[src/rtl/sprite_compositor_if.sv]
// Pixel, sprite-configuration and texture bus between the VGA timing generator,
// the external texture/background ROMs and the sprite compositor.
interface sprite_compositor_if #(
    parameter int NUM_SPRITES = 4,
    parameter int XW          = 8,
    parameter int YW          = 7,
    parameter int SIZE_W      = 4,
    parameter int COLOR_W     = 3
);
    logic                            frame_start;
    logic                            pix_valid;
    logic [XW-1:0]                   xvga;
    logic [YW-1:0]                   yvga;
    logic [NUM_SPRITES*XW-1:0]       spr_x;
    logic [NUM_SPRITES*YW-1:0]       spr_y;
    logic [NUM_SPRITES*SIZE_W-1:0]   spr_w;
    logic [NUM_SPRITES*SIZE_W-1:0]   spr_h;
    logic [NUM_SPRITES-1:0]          spr_en;
    logic [NUM_SPRITES*SIZE_W-1:0]   tex_u;
    logic [NUM_SPRITES*SIZE_W-1:0]   tex_v;
    logic [NUM_SPRITES*COLOR_W-1:0]  tex_color;
    logic [COLOR_W-1:0]              bg_color;
    logic [COLOR_W-1:0]              color;
    logic                            color_valid;
    logic [NUM_SPRITES-1:0]          collision;

    modport master (
        output frame_start, pix_valid, xvga, yvga,
        output spr_x, spr_y, spr_w, spr_h, spr_en,
        output tex_color, bg_color,
        input  tex_u, tex_v, color, color_valid, collision
    );

    modport slave (
        input  frame_start, pix_valid, xvga, yvga,
        input  spr_x, spr_y, spr_w, spr_h, spr_en,
        input  tex_color, bg_color,
        output tex_u, tex_v, color, color_valid, collision
    );
endinterface

[src/rtl/sprite_compositor.sv]
// Pipelined N-channel sprite compositor: frame-committed sprite geometry, colour-keyed
// transparency, fixed channel priority (0 highest) and per-frame collision flags.
module sprite_compositor #(
    parameter int NUM_SPRITES = 4,
    parameter int XW          = 8,
    parameter int YW          = 7,
    parameter int SIZE_W      = 4,
    parameter int COLOR_W     = 3,
    parameter int TRANSPARENT = 0
) (
    input  logic               VGA_CLK,
    input  logic               rst_n,
    sprite_compositor_if.slave bus
);
    localparam logic [COLOR_W-1:0] LP_KEY = COLOR_W'(TRANSPARENT);

    logic [NUM_SPRITES*XW-1:0]      r_ax;
    logic [NUM_SPRITES*YW-1:0]      r_ay;
    logic [NUM_SPRITES*SIZE_W-1:0]  r_aw;
    logic [NUM_SPRITES*SIZE_W-1:0]  r_ah;
    logic [NUM_SPRITES-1:0]         r_aen;

    logic [NUM_SPRITES-1:0]         r_hit1;
    logic [NUM_SPRITES-1:0]         r_hit2;
    logic                           r_pv1;
    logic                           r_pv2;
    logic [NUM_SPRITES*SIZE_W-1:0]  r_tex_u;
    logic [NUM_SPRITES*SIZE_W-1:0]  r_tex_v;
    logic [COLOR_W-1:0]             r_color;
    logic                           r_cvalid;
    logic [NUM_SPRITES-1:0]         r_coll_acc;
    logic [NUM_SPRITES-1:0]         r_collision;

    logic [NUM_SPRITES-1:0]         w_hit;
    logic [NUM_SPRITES*SIZE_W-1:0]  w_u;
    logic [NUM_SPRITES*SIZE_W-1:0]  w_v;
    logic [NUM_SPRITES-1:0]         w_opq;
    logic [NUM_SPRITES-1:0]         w_coll_new;
    logic [COLOR_W-1:0]             w_pix;

    // One extra bit on the bounds keeps sprites near the right/bottom edge from wrapping.
    for (genvar g = 0; g < NUM_SPRITES; g++) begin : g_ch
        logic [XW:0] w_x_lo;
        logic [XW:0] w_x_hi;
        logic [XW:0] w_px;
        logic [YW:0] w_y_lo;
        logic [YW:0] w_y_hi;
        logic [YW:0] w_py;

        assign w_px   = {1'b0, bus.xvga};
        assign w_py   = {1'b0, bus.yvga};
        assign w_x_lo = {1'b0, r_ax[g*XW +: XW]};
        assign w_y_lo = {1'b0, r_ay[g*YW +: YW]};
        assign w_x_hi = w_x_lo + {{(XW+1-SIZE_W){1'b0}}, r_aw[g*SIZE_W +: SIZE_W]};
        assign w_y_hi = w_y_lo + {{(YW+1-SIZE_W){1'b0}}, r_ah[g*SIZE_W +: SIZE_W]};

        assign w_hit[g] = r_aen[g] && (w_px >= w_x_lo) && (w_px < w_x_hi)
                                   && (w_py >= w_y_lo) && (w_py < w_y_hi);

        assign w_u[g*SIZE_W +: SIZE_W] = w_hit[g]
            ? (bus.xvga[SIZE_W-1:0] - r_ax[g*XW +: SIZE_W]) : '0;
        assign w_v[g*SIZE_W +: SIZE_W] = w_hit[g]
            ? (bus.yvga[SIZE_W-1:0] - r_ay[g*YW +: SIZE_W]) : '0;
    end

    always_comb begin
        w_opq = '0;
        for (int i = 0; i < NUM_SPRITES; i++) begin
            w_opq[i] = r_hit2[i] && (bus.tex_color[i*COLOR_W +: COLOR_W] != LP_KEY);
        end
    end

    // Descending scan so the lowest-index opaque channel is the last writer.
    always_comb begin
        w_pix = bus.bg_color;
        for (int i = NUM_SPRITES - 1; i >= 0; i--) begin
            if (w_opq[i]) begin
                w_pix = bus.tex_color[i*COLOR_W +: COLOR_W];
            end
        end
    end

    // Two or more bits set <=> clearing the lowest set bit leaves something behind.
    assign w_coll_new = (r_pv2 && ((w_opq & (w_opq - NUM_SPRITES'(1))) != '0)) ? w_opq : '0;

    always_ff @(posedge VGA_CLK or negedge rst_n) begin
        if (!rst_n) begin
            r_ax        <= '0;
            r_ay        <= '0;
            r_aw        <= '0;
            r_ah        <= '0;
            r_aen       <= '0;
            r_hit1      <= '0;
            r_hit2      <= '0;
            r_pv1       <= 1'b0;
            r_pv2       <= 1'b0;
            r_tex_u     <= '0;
            r_tex_v     <= '0;
            r_color     <= '0;
            r_cvalid    <= 1'b0;
            r_coll_acc  <= '0;
            r_collision <= '0;
        end else begin
            if (bus.frame_start) begin
                r_ax        <= bus.spr_x;
                r_ay        <= bus.spr_y;
                r_aw        <= bus.spr_w;
                r_ah        <= bus.spr_h;
                r_aen       <= bus.spr_en;
                r_collision <= r_coll_acc | w_coll_new;
                r_coll_acc  <= '0;
            end else begin
                r_coll_acc  <= r_coll_acc | w_coll_new;
            end
            r_hit1   <= w_hit;
            r_pv1    <= bus.pix_valid;
            r_tex_u  <= w_u;
            r_tex_v  <= w_v;
            r_hit2   <= r_hit1;
            r_pv2    <= r_pv1;
            r_cvalid <= r_pv2;
            r_color  <= r_pv2 ? w_pix : '0;
        end
    end

    assign bus.tex_u       = r_tex_u;
    assign bus.tex_v       = r_tex_v;
    assign bus.color       = r_color;
    assign bus.color_valid = r_cvalid;
    assign bus.collision   = r_collision;
endmodule

[src/flat_wrapper.sv]
// flat-port wrapper written by rule: the top's interface ports become plain ports
module sprite_compositor_flat 
#(
    parameter int NUM_SPRITES = 4,
    parameter int XW          = 8,
    parameter int YW          = 7,
    parameter int SIZE_W      = 4,
    parameter int COLOR_W     = 3,
    parameter int TRANSPARENT = 0
)
  (VGA_CLK, rst_n, bus_frame_start, bus_pix_valid, bus_xvga, bus_yvga, bus_spr_x, bus_spr_y, bus_spr_w, bus_spr_h, bus_spr_en, bus_tex_color, bus_bg_color, bus_tex_u, bus_tex_v, bus_color, bus_color_valid, bus_collision);
  sprite_compositor_if #(.NUM_SPRITES(NUM_SPRITES), .XW(XW), .YW(YW), .SIZE_W(SIZE_W), .COLOR_W(COLOR_W)) bus_i ();
  input  logic VGA_CLK;
  input  logic rst_n;
  input wire logic [$bits(bus_i.frame_start)-1:0] bus_frame_start;
  input wire logic [$bits(bus_i.pix_valid)-1:0] bus_pix_valid;
  input wire logic [$bits(bus_i.xvga)-1:0] bus_xvga;
  input wire logic [$bits(bus_i.yvga)-1:0] bus_yvga;
  input wire logic [$bits(bus_i.spr_x)-1:0] bus_spr_x;
  input wire logic [$bits(bus_i.spr_y)-1:0] bus_spr_y;
  input wire logic [$bits(bus_i.spr_w)-1:0] bus_spr_w;
  input wire logic [$bits(bus_i.spr_h)-1:0] bus_spr_h;
  input wire logic [$bits(bus_i.spr_en)-1:0] bus_spr_en;
  input wire logic [$bits(bus_i.tex_color)-1:0] bus_tex_color;
  input wire logic [$bits(bus_i.bg_color)-1:0] bus_bg_color;
  output wire logic [$bits(bus_i.tex_u)-1:0] bus_tex_u;
  output wire logic [$bits(bus_i.tex_v)-1:0] bus_tex_v;
  output wire logic [$bits(bus_i.color)-1:0] bus_color;
  output wire logic [$bits(bus_i.color_valid)-1:0] bus_color_valid;
  output wire logic [$bits(bus_i.collision)-1:0] bus_collision;
  assign bus_i.frame_start = bus_frame_start;
  assign bus_i.pix_valid = bus_pix_valid;
  assign bus_i.xvga = bus_xvga;
  assign bus_i.yvga = bus_yvga;
  assign bus_i.spr_x = bus_spr_x;
  assign bus_i.spr_y = bus_spr_y;
  assign bus_i.spr_w = bus_spr_w;
  assign bus_i.spr_h = bus_spr_h;
  assign bus_i.spr_en = bus_spr_en;
  assign bus_i.tex_color = bus_tex_color;
  assign bus_i.bg_color = bus_bg_color;
  assign bus_tex_u = bus_i.tex_u;
  assign bus_tex_v = bus_i.tex_v;
  assign bus_color = bus_i.color;
  assign bus_color_valid = bus_i.color_valid;
  assign bus_collision = bus_i.collision;
  sprite_compositor #(.NUM_SPRITES(NUM_SPRITES), .XW(XW), .YW(YW), .SIZE_W(SIZE_W), .COLOR_W(COLOR_W), .TRANSPARENT(TRANSPARENT)) u_core (.VGA_CLK(VGA_CLK), .rst_n(rst_n), .bus(bus_i));
endmodule
[config.mk]
export PLATFORM = sky130hd
export DESIGN_NAME = sprite_compositor_flat
export DESIGN_NICKNAME = d
export VERILOG_FILES = /design/src/rtl/sprite_compositor_if.sv /design/src/rtl/sprite_compositor.sv /design/src/flat_wrapper.sv
export SDC_FILE = /design/constraint.sdc
export NUM_CORES = 1
export LEC_CHECK = 0
export BUFFER_PORTS_ARGS = -buffer_cell sky130_fd_sc_hd__buf_2
export CAP_MARGIN = 20
export CORE_MARGIN = 4
export CORE_UTILIZATION = 35
export DETAILED_ROUTE_END_ITERATION = 10
export PLACE_DENSITY = 0.51
export SLEW_MARGIN = 25
export SYNTH_ARGS = -nofsm -noshare
export SYNTH_HDL_FRONTEND = slang
export SYNTH_SLANG_ARGS = --single-unit
[constraint.sdc]
create_clock -name VGA_CLK -period 3.7 [get_ports VGA_CLK]
set_clock_uncertainty 0.05 [all_clocks]
set_input_delay 0.185 -clock VGA_CLK [delete_from_list [all_inputs] [get_ports VGA_CLK]]
set_output_delay 0.185 -clock VGA_CLK [all_outputs]
set_load 0.1 [all_outputs]
* Word level (Yosys, flattened, before mapping)
Index checks and enable logic that the tools add are counted.
Operators by class: add/subtract/negate cells 17, $lt $le $gt $ge 16, mux-type cells 15, bitwise gates (word level) 2, reduce and logical (&&, ||, !) cells 26
Operators with widths (number):
- 4-bit two-way mux | 10
- 8-bit by 4-bit adder with 9-bit output | 4
- 8-bit by 9-bit < comparator with 1-bit output | 4
- 7-bit by 4-bit adder with 8-bit output | 4
- 8-bit >= comparator | 4
- 7-bit by 8-bit < comparator with 1-bit output | 4
- 4-bit subtractor | 8
- 7-bit >= comparator | 4
- 1-bit logical AND | 21
- 3-bit two-way mux | 5
- 3-bit nonzero test | 4
- 4-bit AND | 1
- 4-bit bitwise OR | 1
- 4-bit nonzero test | 1
- 4-bit by 1-bit subtractor with 4-bit output (second input constant) | 1
Word-level totals: register bits 150, input port bits 130, output and inout bits 40, logic and storage cells 91

* Longest topological paths before layout
depth in word-level cells 9, mapped depth 14, gate-level depth less buffers 14

* Least setup slack after synthesis
No wires, ideal clock.
path type reg2reg, start reg u_core.r_ax[16], end reg u_core.r_tex_u[10] (netlist: u_core.bus.tex_u[10]), setup time 0.144 ns, data arrival time 2.612 ns, required time 3.506 ns, slack 0.894 ns, stages on the path, launching flop included 14, buffers on the path 0, clock period less this slack 2.806 ns, path through dfrtp_1 ha_1 inv_1 fa_1 nand2b_1 a21oi_1 nand3_1 xnor2_1 ha_1 nand2_1 o21ai_0 a21oi_1 o2bb2ai_1 nor3_1
On the way: longest elaborated chain between the ends 6, elaborated cells on any way between the ends 9, classes of those cells add/sub: 2; order compare: 2; mux: 1; reduce/logical: 4
Ends and longest elaborated chain:
- from (decl) | line sprite_compositor.sv:17 | logic [NUM_SPRITES*XW-1:0] r_ax;
- from (signal assigned) | line sprite_compositor.sv:105 | r_ax <= bus.spr_x;
- 8-bit by 4-bit adder with 9-bit output / 8-bit >= comparator (equally long branches) | line sprite_compositor.sv:54, sprite_compositor.sv:57
- 8-bit by 9-bit < comparator with 1-bit output / 1-bit logical AND (equally long branches) | line sprite_compositor.sv:57 | assign w_hit[g] = r_aen[g] && (w_px >= w_x_lo) && (w_px < w_x_hi)
- 1-bit logical AND | line sprite_compositor.sv:57
- 1-bit logical AND (2 in a row) | line sprite_compositor.sv:58 | && (w_py >= w_y_lo) && (w_py < w_y_hi);
- 4-bit two-way mux * | line sprite_compositor.sv:61 | ? (bus.xvga[SIZE_W-1:0] - r_ax[g*XW +: SIZE_W]) : '0;
- net u_core.w_u[10] | line sprite_compositor.sv:35 | logic [NUM_SPRITES*SIZE_W-1:0] w_u;
- to (signal assigned) | line sprite_compositor.sv:117 | r_tex_u <= w_u;
- to (decl) | line sprite_compositor.sv:27 | logic [NUM_SPRITES*SIZE_W-1:0] r_tex_u;
The timed path passes the listed nets; every way through them passes the cells marked *. A chain may end at the register's enable or synchronous reset.

* Worst setup path after layout
Same ends and word-level chain as after synthesis.

==> results.toml <==
[pwr]
p_sw_uw = 1870
vdd.ir_drop.worst_mv = 0.254
cellPowerDensity_mw_per_mm2 = 411
p_leak_uw = 0.00617
clkPwrFrac = 0.314
seqPwrFrac = 0.358
switching_share = 0.358
p_comb_frac = 0.328
internal_power_uw = 3350

[timing]
setup_viol = 0
finalSetupTns_ns = 0
post-route-period-util = 0.926
hold_viol_final = 0
drv_slew = 0
rsz0062_at_grt = "no"
fmax_ghz = 0.292
finalCriticalPeriod_ns = 3.43
slew_headroom = 0.422
tightest_slew_ns = 0.867

[floorplan]
fp.coreArea_mm2 = 0.0278
die_area_mm2 = 0.0309
initial_utilization = 0.354
die_h_um = 176
die_x_um = 176
pin_count = 170
rows = 61

[global_route]
grt_pass1_wl_mm = 44.4
grt_max_degree = 79
antenna_found_initial = 0
grt-ovfl-total = 0
grt_pass1_vias = 8373
grt_use_total = 0.182

[synthesis]
syn-instance-count = 967
synth_warnings = 0
synth.cell_area_mm2 = 0.00985
syn_nets = 1257
ys.flop_type = "dfrtp_1"
synth_top_cell_by_area = "dfrtp_1"
avgSynthCellArea_um2 = 10.2
synth_edf_count = 0
synth-seq-area-share = 0.381
async_reset_ff_frac = 1.00
yosysTopAreaCellShare = 0.381
synth-seq-cells = 150
synthTopCellsByArea = "dfrtp_1 (38%), ha_1 (18%), o21ai_0 (5.3%), mux2_2 (3.9%), nand2_1 (3.5%)"
synth_cell_types = 50

[cts]
cts_buffer_depth = 2
cts.clk_slew.worst_paths_ns = 0.07
clk_latency_ns = 0.43
cts_tree = "yes"
cts_root_buffer = "clkbuf_16"
cts_buffers = 17
cts_resized = 0
htreeDepth = 4
cts.sinks = 150

[detailed_routing]
vias = 7923
drt-total-wl_mm = 27.2
drc = 0
drtAntennaViolNets = 0
vias_per_cell = 4.85
dr.first_iter.drc_count = 337
first_pass_iters = 7
wl_per_cell_um = 16.7

[run]
max-cap-violations = 0

[finish]
n_fill_cell = 2718
final_core_util = 0.458
layout_commonest_cell = "buf_2"
drive_above_1_share = 0.205
area_growth_pct = 29.1
layout_common_cells = "buf_2 (167), dfrtp_1 (150), ha_1 (144)"
nNetsFinal = 1531
antenna_cells = 0

[critical_path]
cp.required_ns = 3.91
startpoint_type = "flip-flop"
cp.arrival_ns = 3.63
crit_path_end_kind = "flip-flop"
worstSetupPathType = "flip-flop to flip-flop"
worstRegToRegCells = 13
crit_fanout = 9

[placed_design]
dpl.hpwl_mm = 20.7
place.gp.congestion = 0.823
portBuffers = 169

[min_path]
hold_class = "primary input to flip-flop"
hold_depth = 3

[run_status]
status = "completed"
==> logic make-up (layout without fill, tap and decap cells) <==
family / after synthesis / count (layout) / synth area share
adder cells (fa/ha/maj): 160 / 160 / 0.215
buffers and inverters: 101 / 388 / 0.0385
XOR/XNOR: 60 / 60 / 0.0534
AO/OA/AOI/OAI: 247 / 247 / 0.168
flip-flops: 150 / 150 / 0.381
AND/OR/NAND/NOR: 215 / 215 / 0.105
multiplexers: 34 / 34 / 0.0389
==> metal layers <==
metal	wire length [um]	track usage	vias up
met1	13100	0.253	3752
li1	-	-	3992
met5	0	0	-
met3	978	0.0293	27
met4	493	0.0520	0
met2	12700	0.297	152
==> synth_stat cells (all sizes together) (3+ instances only) <==
master,number
o2bb2ai,3
o31ai,6
xor2,24
a221oi,3
a31oi,4
ha,144
nor2b,18
a22o,3
nand2b,8
fa,16
a41oi,4
a211o,8
o2111ai,4
o21ai,107
xnor2,36
nor3b,4
clkbuf,17
dfrtp,150
a21boi,4
and4,8
a21o,18
nand2,93
o22ai,3
a211oi,8
nor2,29
nand3,9
a311oi,5
inv,82
o21a,4
o221ai,3
and3,6
nor3,31
nand4,4
a21oi,54
mux2,34
==> flip-flops by register name, indices dropped and copies added, names as in the netlist, 16 cells and up <==
signal            flops
u_core.bus.tex_u     16
u_core.bus.tex_v     16
u_core.r_ah          16
u_core.r_aw          16
u_core.r_ax          32
u_core.r_ay          28
==> area by class of cell <==
| type | instances | area (um2) | share of cell area |
|---|---|---|---|
| multi-input cells | 716 | 5720 | 0.450 |
| clock inverters | 15 | 120 | 0.00945 |
| clock buffers | 17 | 425 | 0.0335 |
| inverters | 82 | 308 | 0.0242 |
| repair buffers | 274 | 1920 | 0.151 |
| well taps | 378 | 473 | 0.0372 |
| flip-flops and latches | 150 | 3750 | 0.295 |
==> path summary, 6_finish.rpt <==
check	from	endpoint	slack [ns]
max in group asynchronous	rst_n	u_core.bus.tex_v[0]	2.42
hold reg to reg	u_core.r_hit1[2]	u_core.r_hit2[2]	0.30
setup reg to reg	u_core.r_ax[16]	u_core.bus.tex_u[10]	0.27
min in group asynchronous	rst_n	u_core.r_ah[14]	0.33
hold / removal	bus_tex_color[4]	u_core.bus.color[1]	0.04
setup / recovery	u_core.r_ax[16]	u_core.bus.tex_u[10]	0.27
==> critical path, cell delays in order, from the launching register on <==
cell	delay, ns
dfrtp_1	0.38
ha_1	0.20
inv_1	0.07
fa_1	0.45
nand2b_1	0.16
a21oi_1	0.25
nand3_1	0.14
xnor2_1	0.14
ha_1	0.30
nand2_1	0.07
o21ai_0	0.17
a21oi_1	0.07
o2bb2ai_1	0.69
nor3_1	0.13
==> timing repair <==
| action | CTS | global route |
|---|---|---|
| hold endpoints to repair | 174 | 1 |
| buffers inserted | 0 | 0 |
| hold buffers | 99 | 1 |
==> stage by stage <==
step / instance area, um2 / total power, uW / std cells / worst slack [ns] / hold slack, ns
2_1_floorplan: 9850 / 3070 / 967 / 0.894 / -0.161
3_3_place_gp: 11200 / 3520 / 1500 / 0.462 / 0.241
3_5_place_dp: 11200 / 3540 / 1500 / 0.303 / 0.248
4_1_cts: 12700 / 5310 / 1631 / 0.281 / 0.000646
5_1_grt: 12700 / 5600 / 1632 / 0.000922 / 0.0432
6_report: 12700 / 5220 / 1632 / 0.274 / 0.0421
==> power groups by stage <==
stage	clock, uW	combinational (uW)	sequential, uW
after floorplan	0	1030	2040
after global placement	0	1620	1900
after detailed placement	0	1640	1900
after CTS	1700	1730	1870
after global routing	1770	1950	1880
final	1640	1710	1870
(Power assumes the default switching activity.)
